## config.mk

```make
export PLATFORM = sky130hd
export DESIGN_NAME = csa_booth16_seq_mult
export DESIGN_NICKNAME = d
export VERILOG_FILES = /design/src/rtl/csa_booth16_pkg.sv /design/src/rtl/booth16_pp_gen.sv /design/src/rtl/csa_booth16_seq_mult.sv
export SDC_FILE = /design/constraint.sdc
export NUM_CORES = 1
export LEC_CHECK = 0
export ABC_AREA = 1
export BUFFER_PORTS_ARGS = -buffer_cell sky130_fd_sc_hd__buf_2
export CORE_MARGIN = 3
export CORE_UTILIZATION = 45
export CTS_BUF_LIST = sky130_fd_sc_hd__clkbuf_2
export CTS_CLUSTER_DIAMETER = 30
export CTS_CLUSTER_SIZE = 14
export DETAILED_ROUTE_END_ITERATION = 8
export PLACE_DENSITY_LB_ADDON = 0.3
export REMOVE_ABC_BUFFERS = 1
export SETUP_SLACK_MARGIN = 0.1
export SLEW_MARGIN = 20
export SYNTH_ARGS = -nofsm -noshare
export SYNTH_HDL_FRONTEND = slang
export SYNTH_SLANG_ARGS = --single-unit
```

## constraint.sdc

```tcl
create_clock -name clk_in -period 4.3 [get_ports clk_in]
set_input_delay 0.43 -clock clk_in [delete_from_list [all_inputs] [get_ports clk_in]]
set_output_delay 0.43 -clock clk_in [all_outputs]
set_load 0.03 [all_outputs]
```

## src/rtl/csa_booth16_pkg.sv

```systemverilog
// Shared types and helpers for the radix-16 Booth carry-save multiplier.
package csa_booth16_pkg;

    // Controller state encoding
    typedef logic [2:0] state_t;

    localparam state_t ST_IDLE    = 3'd0;
    localparam state_t ST_PRECOMP = 3'd1;
    localparam state_t ST_ACCUM   = 3'd2;
    localparam state_t ST_RESOLVE = 3'd3;
    localparam state_t ST_DONE    = 3'd4;

    // One radix-16 Booth digit, range -8..+8
    typedef logic signed [4:0] booth_digit_t;

    // Digits needed to recode a signed width-bit operand: ceil((width+1)/4)
    function automatic int ndigits(input int width);
        return (width + 4) / 4;
    endfunction

    // Recode a 5-bit window {b[4i+3], b[4i+2], b[4i+1], b[4i], b[4i-1]}
    // into -8*w4 + 4*w3 + 2*w2 + w1 + w0.
    function automatic booth_digit_t booth16_digit(input logic [4:0] window);
        booth_digit_t hi;
        booth_digit_t lo;
        hi = {window[4], window[4:1]};
        lo = {4'b0000, window[0]};
        return hi + lo;
    endfunction

endpackage

```

## src/rtl/booth16_pp_gen.sv

```systemverilog
// Combinational partial-product generator: selects |d|*A from the
// precomputed odd multiples, negates for negative digits and aligns the
// result to digit position idx (shift by 4*idx), truncated to 2*WIDTH bits.
module booth16_pp_gen
    import csa_booth16_pkg::*;
#(
    parameter int WIDTH = 16,
    parameter int IDXW  = 3
) (
    input  logic [2*WIDTH-1:0] a_ext,
    input  logic [2*WIDTH-1:0] a3,
    input  logic [2*WIDTH-1:0] a5,
    input  logic [2*WIDTH-1:0] a7,
    input  logic [4:0]         digit,
    input  logic [IDXW-1:0]    idx,
    output logic [2*WIDTH-1:0] pp
);

    localparam int PW = 2 * WIDTH;

    logic [3:0]    mag;
    logic [PW-1:0] mult;
    logic [PW-1:0] signed_mult;

    // Pick the magnitude multiple, apply the digit sign, then align
    always_comb begin
        // NOTE: every output of this block gets a value on every path, so no latch is inferred.
        mag         = digit[4] ? (4'd0 - digit[3:0]) : digit[3:0];
        mult        = '0;
        signed_mult = '0;
        pp          = '0;
        case (mag)
            4'd1:    mult = a_ext;
            4'd2:    mult = a_ext << 1;
            4'd3:    mult = a3;
            4'd4:    mult = a_ext << 2;
            4'd5:    mult = a5;
            4'd6:    mult = a3 << 1;
            4'd7:    mult = a7;
            4'd8:    mult = a_ext << 3;
            default: mult = '0;
        endcase
        signed_mult = digit[4] ? ({PW{1'b0}} - mult) : mult;
        pp          = signed_mult << {idx, 2'b00};
    end

endmodule

```

## src/rtl/csa_booth16_seq_mult.sv

```systemverilog
// Sequential radix-16 Booth multiplier with a carry-save accumulator.
// One Booth digit is retired per cycle into a 3:2 compressor row; a single
// carry-propagate add resolves the product. Valid/ready on both sides.
// Optional feature macro: CSA_BOOTH16_ACCUMULATE_EN adds acc_in, which
// seeds the sum vector so product_out = A*B + acc_in.
module csa_booth16_seq_mult
    import csa_booth16_pkg::*;
#(
    parameter int WIDTH = 16
) (
    input  logic                 clk_in,
    input  logic                 rst_in,
    input  logic                 valid_in,
    output logic                 ready_out,
    input  logic [WIDTH-1:0]     multiplicand_in,
    input  logic [WIDTH-1:0]     multiplier_in,
`ifdef CSA_BOOTH16_ACCUMULATE_EN
    input  logic [2*WIDTH-1:0]   acc_in,
`endif
    output logic                 valid_out,
    input  logic                 ready_in,
    output logic [2*WIDTH-1:0]   product_out,
    output logic                 busy_out
);

    localparam int NDIGITS = ndigits(WIDTH);
    localparam int BW      = 4 * NDIGITS;
    localparam int PW      = 2 * WIDTH;
    localparam int IDXW    = $clog2(NDIGITS);
    localparam logic [IDXW-1:0] LAST_IDX = IDXW'(NDIGITS - 1);

    state_t          state;
    logic [PW-1:0]   a_ext;
    logic [PW-1:0]   a3;
    logic [PW-1:0]   a5;
    logic [PW-1:0]   a7;
    logic [BW:0]     b_sh;      // sign-extended B with the implicit 0 at bit 0
    logic [PW-1:0]   sum;
    logic [PW-1:0]   carry;
    logic [IDXW-1:0] idx;
    logic [PW-1:0]   product;

    logic [PW-1:0]   sum_init;
    logic [PW-1:0]   carry_sh;
    logic [PW-1:0]   pp;
    booth_digit_t    digit;
    logic            accept;

`ifdef CSA_BOOTH16_ACCUMULATE_EN
    assign sum_init = acc_in;
`else
    assign sum_init = '0;
`endif

    assign accept      = (state == ST_IDLE) && valid_in;
    assign ready_out   = (state == ST_IDLE);
    assign busy_out    = (state != ST_IDLE);
    assign valid_out   = (state == ST_DONE);
    assign product_out = product;

    // Current Booth digit comes from the low window of the shifting multiplier
    always_comb begin
        digit    = booth16_digit(b_sh[4:0]);
        carry_sh = {carry[PW-2:0], 1'b0};
    end

    booth16_pp_gen #(
        .WIDTH (WIDTH),
        .IDXW  (IDXW)
    ) u_pp_gen (
        .a_ext (a_ext),
        .a3    (a3),
        .a5    (a5),
        .a7    (a7),
        .digit (digit),
        .idx   (idx),
        .pp    (pp)
    );

    // Operand and multiple registers; loaded before every use
    always_ff @(posedge clk_in) begin
        // NOTE: these datapath registers carry no reset because each is written before it is read in any transaction.
        if (accept) begin
            a_ext <= {{WIDTH{multiplicand_in[WIDTH-1]}}, multiplicand_in};
            b_sh  <= {{(BW-WIDTH){multiplier_in[WIDTH-1]}}, multiplier_in, 1'b0};
        end else if (state == ST_ACCUM) begin
            b_sh  <= {{4{b_sh[BW]}}, b_sh[BW:4]};
        end
        if (state == ST_PRECOMP) begin
            a3 <= a_ext + (a_ext << 1);
            a5 <= a_ext + (a_ext << 2);
            a7 <= (a_ext << 3) - a_ext;
        end
    end

    // Controller, carry-save accumulator and final carry-propagate add
    always_ff @(posedge clk_in) begin
        // NOTE: non-blocking assignments so every register samples pre-edge values.
        if (rst_in) begin
            state   <= ST_IDLE;
            sum     <= '0;
            carry   <= '0;
            idx     <= '0;
            product <= '0;
        end else begin
            case (state)
                ST_IDLE: begin
                    if (valid_in) begin
                        sum   <= sum_init;
                        carry <= '0;
                        idx   <= '0;
                        state <= ST_PRECOMP;
                    end
                end
                ST_PRECOMP: begin
                    idx   <= '0;
                    state <= ST_ACCUM;
                end
                ST_ACCUM: begin
                    sum   <= sum ^ carry_sh ^ pp;
                    carry <= (sum & carry_sh) | (sum & pp) | (carry_sh & pp);
                    idx   <= idx + IDXW'(1);
                    if (idx == LAST_IDX) begin
                        state <= ST_RESOLVE;
                    end
                end
                ST_RESOLVE: begin
                    product <= sum + carry_sh;
                    state   <= ST_DONE;
                end
                ST_DONE: begin
                    if (ready_in) begin
                        state <= ST_IDLE;
                    end
                end
                default: state <= ST_IDLE;
            endcase
        end
    end

endmodule

```

==> results of run 1 <==
-- cells in the mapped netlist (7+ instances only) --
cell type    n  area [um2]
o21bai_1    14         105
nand4_1     10        62.6
clkbuf_1    42         158
buf_6        8        90.1
o21ai_0     91         455
a31oi_1      7        43.8
o22ai_1     60         375
o21ai_1     14        70.1
inv_1      283        1060
nand3_1     80         400
fa_1        33         661
xnor2_1     20         175
nand2_1    385        1450
edfxtp_1    86        2580
ha_1        83        1040
xor2_1      64         561
a22o_1      13         114
buf_2        9        45.0
a21oi_1     92         460
dfxtp_1    102        2040
nor2_2       8        50.1
nor2_1     287        1080
-- metal layers --
layer / vias to the layer above / part of all wire, % / track usage (%)
met5: - / 0 / 0
met4: 0 / 2.2 / 7.70
met3: 67 / 5.4 / 3.96
met2: 346 / 47 / 37.6
met1: 6016 / 45 / 31.1
li1: 6430 / - / -
-- repair_timing --
item / 4_1_cts / 5_1_grt
setup buffers: 28 / 13
hold endpoints to repair: 58 / 0
gates resized for setup: 147 / 144
cloned: 1 / 0
hold buffers: 35 / 0
pin swaps: 67 / 87
setup endpoints to repair: 55 / 59
-- final timing paths --
path	from	endpoint	slack (ns)	cells past startpoint
worst max-delay path	b_sh[1]	sum[13]	-0.05	29
worst min-delay path	multiplicand_in[10]	a_ext[10]	0.21	2
worst max register to register	b_sh[1]	sum[13]	-0.05	29
worst min register to register	sum[31]	sum[31]	0.50	2
-- flip-flops by register name, indices dropped and copies added, names as in the netlist --
register and cells:
state 3, sum 32, idx 3, carry 31, product_out 32, b_sh 18
a7 19, a_ext 16, a5 17, a3 17
-- layout make-up --
| cell class | count | area [um2] | area share (%) |
|---|---|---|---|
| antenna | 5 | 12.5 | 0.0734 |
| clock buffer | 19 | 95.1 | 0.558 |
| clock inverter | 12 | 139 | 0.815 |
| inverter | 290 | 1100 | 6.46 |
| multi-input combinational | 1319 | 8490 | 49.8 |
| sequential | 188 | 4630 | 27.2 |
| tap | 384 | 480 | 2.82 |
| timing repair buffer | 257 | 2090 | 12.3 |
-- power by group through the flow --
stage / Clock, mW / Sequential, mW / Combinational, mW
2_1_floorplan: 0 / 2.49 / 3.70
3_3_place_gp: 0 / 2.48 / 6.17
3_5_place_dp: 0 / 2.49 / 6.28
4_1_cts: 0.982 / 2.46 / 7.31
5_1_grt: 1.05 / 2.50 / 9.13
6_report: 0.941 / 2.46 / 8.35
-- kinds of logic after synthesis --
family / count (synthesis)
AO/OA/AOI/OAI: 322
XOR/XNOR: 84
adder cells (fa/ha/maj): 116
buffers and inverters: 353
flip-flops: 188
AND/OR/NAND/NOR: 796
-- metrics by stage --
step	utilization (%)	power, mW	area (um2)
2_1_floorplan	-	6.19	13300
3_3_place_gp	51.7	8.66	15100
3_5_place_dp	51.7	8.77	15100
4_1_cts	56.2	10.8	16400
5_1_grt	58.3	12.7	17000
6_report	58.3	11.8	17000
==> flow_metrics.env, run 1 <==
export IMPL_critPathKind="flip-flop to flip-flop"
export IMPL_required_ns=5.15
export IMPL_worst_pin_slew_ns=0.907
export IMPL_chipWidth_um=180
export IMPL_end_kind="flip-flop"
export IMPL_cp_start_kind="flip-flop"
export IMPL_htreeDepth=4
export IMPL_ys_seq_area_share_pct=34.0
export IMPL_fp_row_count=62
export IMPL_cts_tree="built"
export IMPL_antenna_left=0
export IMPL_syn_area_per_cell_um2=7.31
export IMPL_cts_max_path_buffers=2
export IMPL_power_switching_mw=5.72
export IMPL_max_cap_violations=0
export IMPL_clkLatencyLatePin_ns=0.92
export IMPL_ir_drop_mv=0.376
export IMPL_setup_viol=6
export IMPL_port_buffers=70
export IMPL_firstDrtPassIters=5
export IMPL_dp_cells=2362
export IMPL_grt_pass1_wl_um=61900
export IMPL_p_per_area_mw_per_mm2=690
export IMPL_area_growth_pct=25.4
export IMPL_power_leakage_nw=7.87
export IMPL_cp_slowest_stage_delay_ns=0.53
export IMPL_drt_iter0_drc=948
export IMPL_start_util_pct=46.5
export IMPL_worst_path_max_delay_cell="edfxtp_1"
export IMPL_pwr_share_seq_pct=20.9
export IMPL_layout_common_cells="327 x nand2_1, 266 x inv_1, 232 x nor2_1"
export IMPL_internal_power_mw=6.03
export IMPL_violations="setup timing"
export IMPL_stdcell_count=2474
export IMPL_pwr_share_clk_pct=8.0
export IMPL_ys_warn_count=0
export IMPL_worst_slack_ns=-0.0484
export IMPL_grt_ovfl_total=0
export IMPL_hold_class="primary input to flip-flop"
export IMPL_synthAdderAreaFrac_pct=12.5
export IMPL_pin_count=71
export IMPL_drive_gt1_share_pct=23.1
export IMPL_syn_inst=1859
export IMPL_nets=2225
export IMPL_drc_errors=0
export IMPL_synth_area_mm2=0.0136
export IMPL_routedWlPerCell_um=15.4
export IMPL_num_fill_cells=2700
export IMPL_rsz0062_at_grt="true"
export IMPL_grt_max_degree=76
export IMPL_skew_ns=0.0651
export IMPL_grt_pass1_vias=12700
export IMPL_synthSimpleGateAreaFrac_pct=24.0
export IMPL_fmax_ghz=0.230
export IMPL_async_flop_share_pct=0
export IMPL_synth_top_flop_cell="dfxtp_1"
export IMPL_antenna_found_initial=2
export IMPL_drt_wl_total_um=38000
export IMPL_mostFrequentLayoutCell="nand2_1"
export IMPL_synth_xor_area_share_pct=5.41
export IMPL_cts_sinks=188
export IMPL_whs_ns=0.211
export IMPL_cp_arrival_ns=5.20
export IMPL_place_gp_congestion=0.971
export IMPL_die_h_um=180
export IMPL_clkTransAtPathRegs_ns=0.27
export IMPL_vias=12900
export IMPL_finalSetupTns_ns=-0.113
export IMPL_dpl_hpwl_um=27000
export IMPL_grt_use_total_pct=23.0
export IMPL_finalMaxSlewViolations=0
export IMPL_p_comb_share_pct=71.0
export IMPL_status="finished with violations"
export IMPL_synth_compound_area_share_pct=13.7
export IMPL_synth_distinct_cells=51
export IMPL_hold_viol=0
export IMPL_ys_seq_elements=188
export IMPL_design_die_area_mm2=0.0323
export IMPL_fin_crit_sh_pct=101
export IMPL_fin_crit_ns=4.35
export IMPL_coreArea_mm2=0.0292
export IMPL_worstPathMaxFanout=6
export IMPL_cp_buffers_inverters=7
export IMPL_post_drt_via_cell_ratio=5.20
export IMPL_synth_top_family_by_area="simple AND/OR/NAND/NOR gates"
export IMPL_synth_mux_area_share_pct=0
export IMPL_slew_headroom_pct=39.5
export IMPL_p_sw_share_pct=48.7
export IMPL_cts_buffers_inserted=17
export IMPL_pre_cts_slack_ns=-0.282
export IMPL_clockRootBuffer="clkbuf_2"
export IMPL_synth_edf_count=86
export IMPL_critical_path_top_delay_family="simple AND/OR/NAND/NOR gates"
(Power assumes the default switching activity.)
==> run 2, diff against run 1 <==
- REMOVE_ABC_BUFFERS: 1 -> unset
==> run 2 against run 1 <==
The run still ends with setup timing left. Non-clock buffer count decreased by 6. Critical path depth increased by 3. Hold slack improved by 0.031 ns. Clock-buffer cell count increased by 1. Setup slack improved by 0.0029 ns. First-iteration DRC count decreased by 4.7%. Cell count decreased by 0.32%. Die area unchanged. Register-to-register slack about the same. Sequential share of layout area increased by 0.16 points. Global-route usage decreased by 0.29 points. Clock power increased by 6.1%. Largest cell class unchanged. Highest routed layer unchanged.
==> flow_metrics.env, run 2 (same netlist as run 1, synthesis figures left out) <==
export IMPL_status="finished with violations"
export IMPL_violations="setup timing"
export IMPL_cp_arrival_ns=5.12
export IMPL_grt_pass1_wl_um=61000
export IMPL_worst_slack_ns=-0.0455
export IMPL_total_power_mw=11.6
export IMPL_p_per_area_mw_per_mm2=682
export IMPL_htreeDepth=4
export IMPL_cts_buffers_inserted=17
export IMPL_drive_gt1_share_pct=22.3
export IMPL_slew_headroom_pct=33.4
export IMPL_fin_crit_sh_pct=101
export IMPL_power_leakage_nw=7.85
export IMPL_dpl_hpwl_um=26800
export IMPL_required_ns=5.07
export IMPL_fin_crit_ns=4.35
export IMPL_rsz0062_at_grt="true"
export IMPL_port_buffers=70
export IMPL_num_fill_cells=2617
export IMPL_ir_drop_mv=0.374
export IMPL_stdcell_count=2466
export IMPL_drt_wl_total_um=37500
export IMPL_holdPathStages=2
export IMPL_cp_start_kind="flip-flop"
export IMPL_setup_viol=8
export IMPL_vias=12700
export IMPL_end_kind="flip-flop"
export IMPL_antenna_left=0
export IMPL_rr_endpoint="sum[19]"
export IMPL_nets=2219
export IMPL_fmax_ghz=0.230
export IMPL_rrSetupSlack_ns=-0.05
export IMPL_hold_end="a_ext[7]"
export IMPL_cts_tree="built"
export IMPL_grt_pass1_vias=12200
export IMPL_cp_slowest_stage_delay_ns=0.55
export IMPL_multiInputGateArea_mm2=0.00845
export IMPL_coreArea_mm2=0.0292
export IMPL_reg2reg_from="b_sh[1]"
export IMPL_critPathKind="flip-flop to flip-flop"
export IMPL_pin_count=71
export IMPL_cpMostUsedCell="nand2_1"
export IMPL_start_util_pct=46.5
export IMPL_skew_ns=0.0751
export IMPL_internal_power_mw=5.92
export IMPL_worstRegToRegCells=32
export IMPL_grt_use_total_pct=22.7
export IMPL_fp_row_count=62
export IMPL_regArea_mm2=0.00463
export IMPL_dp_cells=2360
export IMPL_worstHoldStart="multiplicand_in[7]"
export IMPL_power_switching_mw=5.63
export IMPL_finalMaxSlewViolations=0
export IMPL_hold_class="primary input to flip-flop"
export IMPL_antenna_found_initial=2
export IMPL_clkLatencyLatePin_ns=0.92
export IMPL_p_comb_share_pct=70.0
export IMPL_pwr_share_clk_pct=8.6
export IMPL_grt_ovfl_total=0
export IMPL_pwr_share_seq_pct=21.4
export IMPL_clkTransAtPathRegs_ns=0.26
export IMPL_worstPathMaxFanout=5
export IMPL_clockRootBuffer="clkbuf_2"
export IMPL_routedWlPerCell_um=15.2
export IMPL_hold_viol=0
export IMPL_cts_max_path_buffers=2
export IMPL_chipWidth_um=180
export IMPL_layout_common_cells="327 x nand2_1, 271 x inv_1, 236 x nor2_1"
export IMPL_worst_path_max_delay_cell="fa_2"
export IMPL_mostFrequentLayoutCell="nand2_1"
export IMPL_p_sw_share_pct=48.8
export IMPL_design_die_area_mm2=0.0323
export IMPL_grt_max_degree=93
export IMPL_area_growth_pct=24.6
export IMPL_worst_pin_slew_ns=0.998
export IMPL_die_h_um=180
export IMPL_cts_sinks=188
export IMPL_drt_iter0_drc=903
export IMPL_place_gp_congestion=0.899
export IMPL_max_cap_violations=0
export IMPL_syn_nets=2011
export IMPL_firstDrtPassIters=6
export IMPL_post_drt_via_cell_ratio=5.15
export IMPL_drc_errors=0
run 2: cell types whose count changed in the layout (fill, tap and decap cells not counted), moves of 4 or more:
cell | before | now
nor2_4 | 38 | 34
buf_4 | 123 | 115
nor2_1 | 232 | 236
fa_1 | 22 | 26
buf_12 | 16 | 8
fa_2 | 11 | 7
buf_6 | 12 | 20
inv_1 | 266 | 271
run 2: metal layers:
layer | GRT usage [%] | vias up | share of wire, %
li1 | - | 6423 | -
met1 | 30.9 | 5923 | 46
met2 | 37.3 | 315 | 47
met3 | 3.62 | 50 | 4.6
met4 | 7.21 | 0 | 1.9
met5 | 0 | - | 0
run 2: power groups by stage:
stage / sequential [mW] / clock, mW / combinational, mW
after CTS: 2.46 / 1.03 / 7.07
after floorplan: 2.47 / 0 / 3.85
after detailed placement: 2.49 / 0 / 6.15
after global placement: 2.49 / 0 / 6.04
final: 2.47 / 0.998 / 8.09
after global routing: 2.51 / 1.10 / 8.86
run 2: worst max path at each step:
stage              end  cells past startpoint  startpoint  slack [ns]
2_1_floorplan  sum[16]                     30     b_sh[1]        0.17
3_3_place_gp   sum[22]                     29     b_sh[1]       -0.40
3_5_place_dp   sum[22]                     29     b_sh[1]       -0.47
4_1_cts        sum[21]                     31     b_sh[1]        0.02
5_1_grt        sum[19]                     33     b_sh[1]       -0.33
6_report       sum[19]                     32     b_sh[1]       -0.05
run 2: what timing repair did:
action,in CTS,in global routing
hold buffers,35,0
setup endpoints to repair,58,59
cloned,1,2
pin swaps,71,88
hold endpoints to repair,50,0
gates resized for setup,139,140
setup buffers,23,11
run 2: critical path, delay by kind of cell (launching register included):
family | cells | cell delay [ns]
simple gates | 18 | 1.59
fa+ha+maj | 3 | 0.97
compound gates | 5 | 0.60
buf+inv | 6 | 0.56
flops | 1 | 0.53
run 2: area by class of cell:
| class | instances | area share, % |
|---|---|---|
| diodes | 2 | 0.0295 |
| repair buffers | 251 | 11.9 |
| inverters | 290 | 6.50 |
| clock buffers | 20 | 0.591 |
| clock inverters | 12 | 0.953 |
| multi-input cells | 1319 | 49.9 |
| well taps | 384 | 2.84 |
| flip-flops and latches | 188 | 27.3 |
run 2: stage by stage:
| stage | utilization (%) | setup TNS (ns) | worst slack [ns] | hold slack, ns | area (um2) |
|---|---|---|---|---|---|
| 2_1_floorplan | - | 0 | 0.170 | 0.453 | 13600 |
| 3_3_place_gp | 51.4 | -4.55 | -0.400 | 0.469 | 15000 |
| 3_5_place_dp | 51.4 | -10.36 | -0.473 | 0.473 | 15000 |
| 4_1_cts | 55.8 | 0 | 0.0236 | 0.158 | 16300 |
| 5_1_grt | 57.9 | -10.54 | -0.332 | 0.179 | 16900 |
| 6_report | 57.9 | -0.167 | -0.0455 | 0.243 | 16900 |
==> run 3, diff against run 2 <==
- ABC_AREA: 1 -> unset
==> run 3 against run 2 <==
The run still ends with setup timing left. Setup slack got worse by 0.66 ns. Design area grew 3.8%. Synthesized cell count is 14% lower. Routed wire length grew 11%. Core utilization is 1.2 points higher. Highest routed layer unchanged. Largest power group unchanged.
==> flow_metrics.env, run 3 <==
export IMPL_dpl_hpwl_um=30000
export IMPL_synth_distinct_cells=98
export IMPL_antenna_found_initial=1
export IMPL_die_h_um=180
export IMPL_power_leakage_nw=7.10
export IMPL_area_growth_pct=28.9
export IMPL_synthTopCellsByCount="197 x nor2_1, 144 x nand2_1, 113 x inv_1"
export IMPL_rsz0062_at_grt="true"
export IMPL_wl_met2_um=20800
export IMPL_async_flop_share_pct=0
export IMPL_drt_wl_total_um=41400
export IMPL_synth_top_area_share_pct=18.9
export IMPL_drc_errors=0
export IMPL_vias=13100
export IMPL_reg2reg_from="b_sh[1]"
export IMPL_layout_common_cells="198 x buf_4, 184 x nor2_1, 131 x nand2_1"
export IMPL_dp_cells=2150
export IMPL_wl_met1_um=17700
export IMPL_critPathKind="flip-flop to flip-flop"
export IMPL_port_buffers=70
export IMPL_hold_viol=0
export IMPL_dr_max_layer_used="met4"
export IMPL_end_kind="flip-flop"
export IMPL_holdPathStages=2
export IMPL_hold_end="a_ext[10]"
export IMPL_synth_top_flop_cell="dfxtp_1"
export IMPL_cts_tree="built"
export IMPL_hold_class="primary input to flip-flop"
export IMPL_cts_max_path_buffers=2
export IMPL_synth_area_mm2=0.0136
export IMPL_max_cap_violations=0
export IMPL_cp_arrival_ns=5.88
export IMPL_ys_seq_elements=188
export IMPL_coreArea_mm2=0.0297
export IMPL_multiInputGateArea_mm2=0.00916
export IMPL_wl_met3_um=1800
export IMPL_ir_drop_mv=0.271
export IMPL_htreeDepth=4
export IMPL_clockRootBuffer="clkbuf_2"
export IMPL_clkTransAtPathRegs_ns=0.35
export IMPL_mostFrequentLayoutCell="buf_4"
export IMPL_cp_start_kind="flip-flop"
export IMPL_finalMaxSlewViolations=0
export IMPL_clkLatencyLatePin_ns=0.94
export IMPL_drt_iter0_drc=1108
export IMPL_rrSetupSlack_ns=-0.71
export IMPL_finalSetupTns_ns=-24.81
export IMPL_ys_warn_count=0
export IMPL_antenna_left=0
export IMPL_netlist_top_cells_area="edfxtp_1 19%, dfxtp_1 15%, ha_1 7.6%, nor2_1 5.4%, fa_1 4.8%"
export IMPL_firstDrtPassIters=7
export IMPL_fmax_ghz=0.200
export IMPL_syn_inst=1598
export IMPL_worst_pin_slew_ns=0.923
export IMPL_grt_pass1_vias=12700
export IMPL_routedWlPerCell_um=18.3
export IMPL_synth_most_common_cell="nor2_1"
export IMPL_design_die_area_mm2=0.0324
export IMPL_grt_max_degree=96
export IMPL_cts_sinks=188
export IMPL_p_per_area_mw_per_mm2=462
export IMPL_place_gp_congestion=0.987
export IMPL_worstPathMaxFanout=8
export IMPL_syn_nets=1750
export IMPL_regArea_mm2=0.00462
export IMPL_setup_viol=55
export IMPL_nets=2015
export IMPL_ys_seq_area_share_pct=33.9
export IMPL_fin_crit_sh_pct=116
export IMPL_worstRegToRegCells=22
export IMPL_pin_count=71
export IMPL_start_util_pct=45.9
export IMPL_fp_row_count=63
export IMPL_path_cells="ha_4, clkinv_8, ha_4, nand2b_4, o21a_4, buf_6, nor4_4, mux2_4, nand2_4, nand4_1, or2_4, nor3_4, a21oi_2, xnor2_2, mux2_4, mux2i_4, buf_6, a21oi_4, fa_2, nor2_1, a31oi_1, nor2_1"
export IMPL_chipWidth_um=180
export IMPL_worstHoldStart="multiplicand_in[10]"
export IMPL_skew_ns=0.0650
export IMPL_synth_edf_count=86
export IMPL_grt_use_total_pct=25.2
export IMPL_required_ns=5.17
export IMPL_stdcell_count=2267
export IMPL_grt_ovfl_total=0
export IMPL_violations="setup timing"
export IMPL_rr_endpoint="sum[29]"
export IMPL_cts_buffers_inserted=17
export IMPL_whs_ns=0.207
export IMPL_syn_area_per_cell_um2=8.53
export IMPL_num_fill_cells=2640
export IMPL_status="finished with violations"
export IMPL_synth_area_leader_cell="edfxtp_1"
export IMPL_slew_headroom_pct=38.5
export IMPL_drive_gt1_share_pct=27.5
export IMPL_worst_slack_ns=-0.709
export IMPL_grt_pass1_wl_um=66900
export IMPL_fin_crit_ns=5.01
export IMPL_worst_path_max_delay_cell="fa_2"
export IMPL_cp_slowest_stage_delay_ns=0.57
export IMPL_post_drt_via_cell_ratio=5.76
-- run 3: per-layer routing --
metal  vias up  GRT usage [%]
li1       6302              -
met1      6304           31.9
met2       371           44.4
met3        74           3.86
met4         0           7.92
met5         -              0
-- run 3: report_power, final --
group / switching [mW] / total [mW] / internal, mW / leakage [nW]
registers: 0.102 / 2.16 / 2.05 / 1.63
clock network: 0.727 / 1.02 / 0.293 / 0.156
logic: 2.61 / 4.94 / 2.34 / 5.31
-- run 3: what timing repair did --
action                     CTS  global route
setup endpoints to repair   59            64
hold endpoints to repair    72             0
hold buffers                36             0
buffers inserted            24            26
resized for setup           87            95
pin swaps                   49            60
gates cloned                 0             0
-- run 3: worst max path at each step --
stage / from / end / slack [ns] / cells past startpoint
6_report: b_sh[1] / sum[29] / -0.71 / 22
5_1_grt: b_sh[1] / sum[29] / -0.90 / 22
4_1_cts: b_sh[1] / sum[19] / -0.65 / 19
3_5_place_dp: b_sh[1] / sum[24] / -1.05 / 20
3_3_place_gp: b_sh[1] / sum[24] / -0.93 / 20
2_1_floorplan: b_sh[1] / sum[27] / -0.61 / 23
-- run 3: logic make-up after synthesis --
group                    after synthesis  synth area share (%)
AO/OA/AOI/OAI                        464                  23.0
adder cells (fa/ha/maj)              116                  12.5
multiplexers                          26                  2.00
flip-flops                           188                  33.9
buffers and inverters                207                  6.00
XOR/XNOR                              66                  4.29
AND/OR/NAND/NOR                      531                  18.3
-- run 3: critical path, delay by kind of cell (launching register included) --
kind	cells	cell delay (ns)
multiplexers	3	0.81
flip-flops	1	0.56
AND/OR/NAND/NOR	8	1.46
adder cells (fa/ha/maj)	3	1.09
XOR/XNOR	1	0.20
buffers and inverters	3	0.33
AO/OA/AOI/OAI	4	0.50
-- run 3: final cells by class --
type                            count  area share (%)
Timing Repair Buffer              334            14.7
Clock inverter                     15            1.00
Multi-Input combinational cell   1203            52.1
Clock buffer                       17           0.484
Antenna cell                        1          0.0142
Tap cell                          390            2.78
Sequential cell                   188            26.3
Inverter                          119            2.61
-- run 3: metrics by stage --
step	setup slack, ns	power (mW)	cell area [um2]	util [%]
finish	-0.709	8.12	17600	59.1
global route	-0.903	8.60	17600	59.1
CTS	-0.649	7.67	17000	57.2
detailed placement	-1.05	6.11	15800	53.1
global placement	-0.926	6.06	15800	53.1
floorplan	-0.613	4.52	14000	-
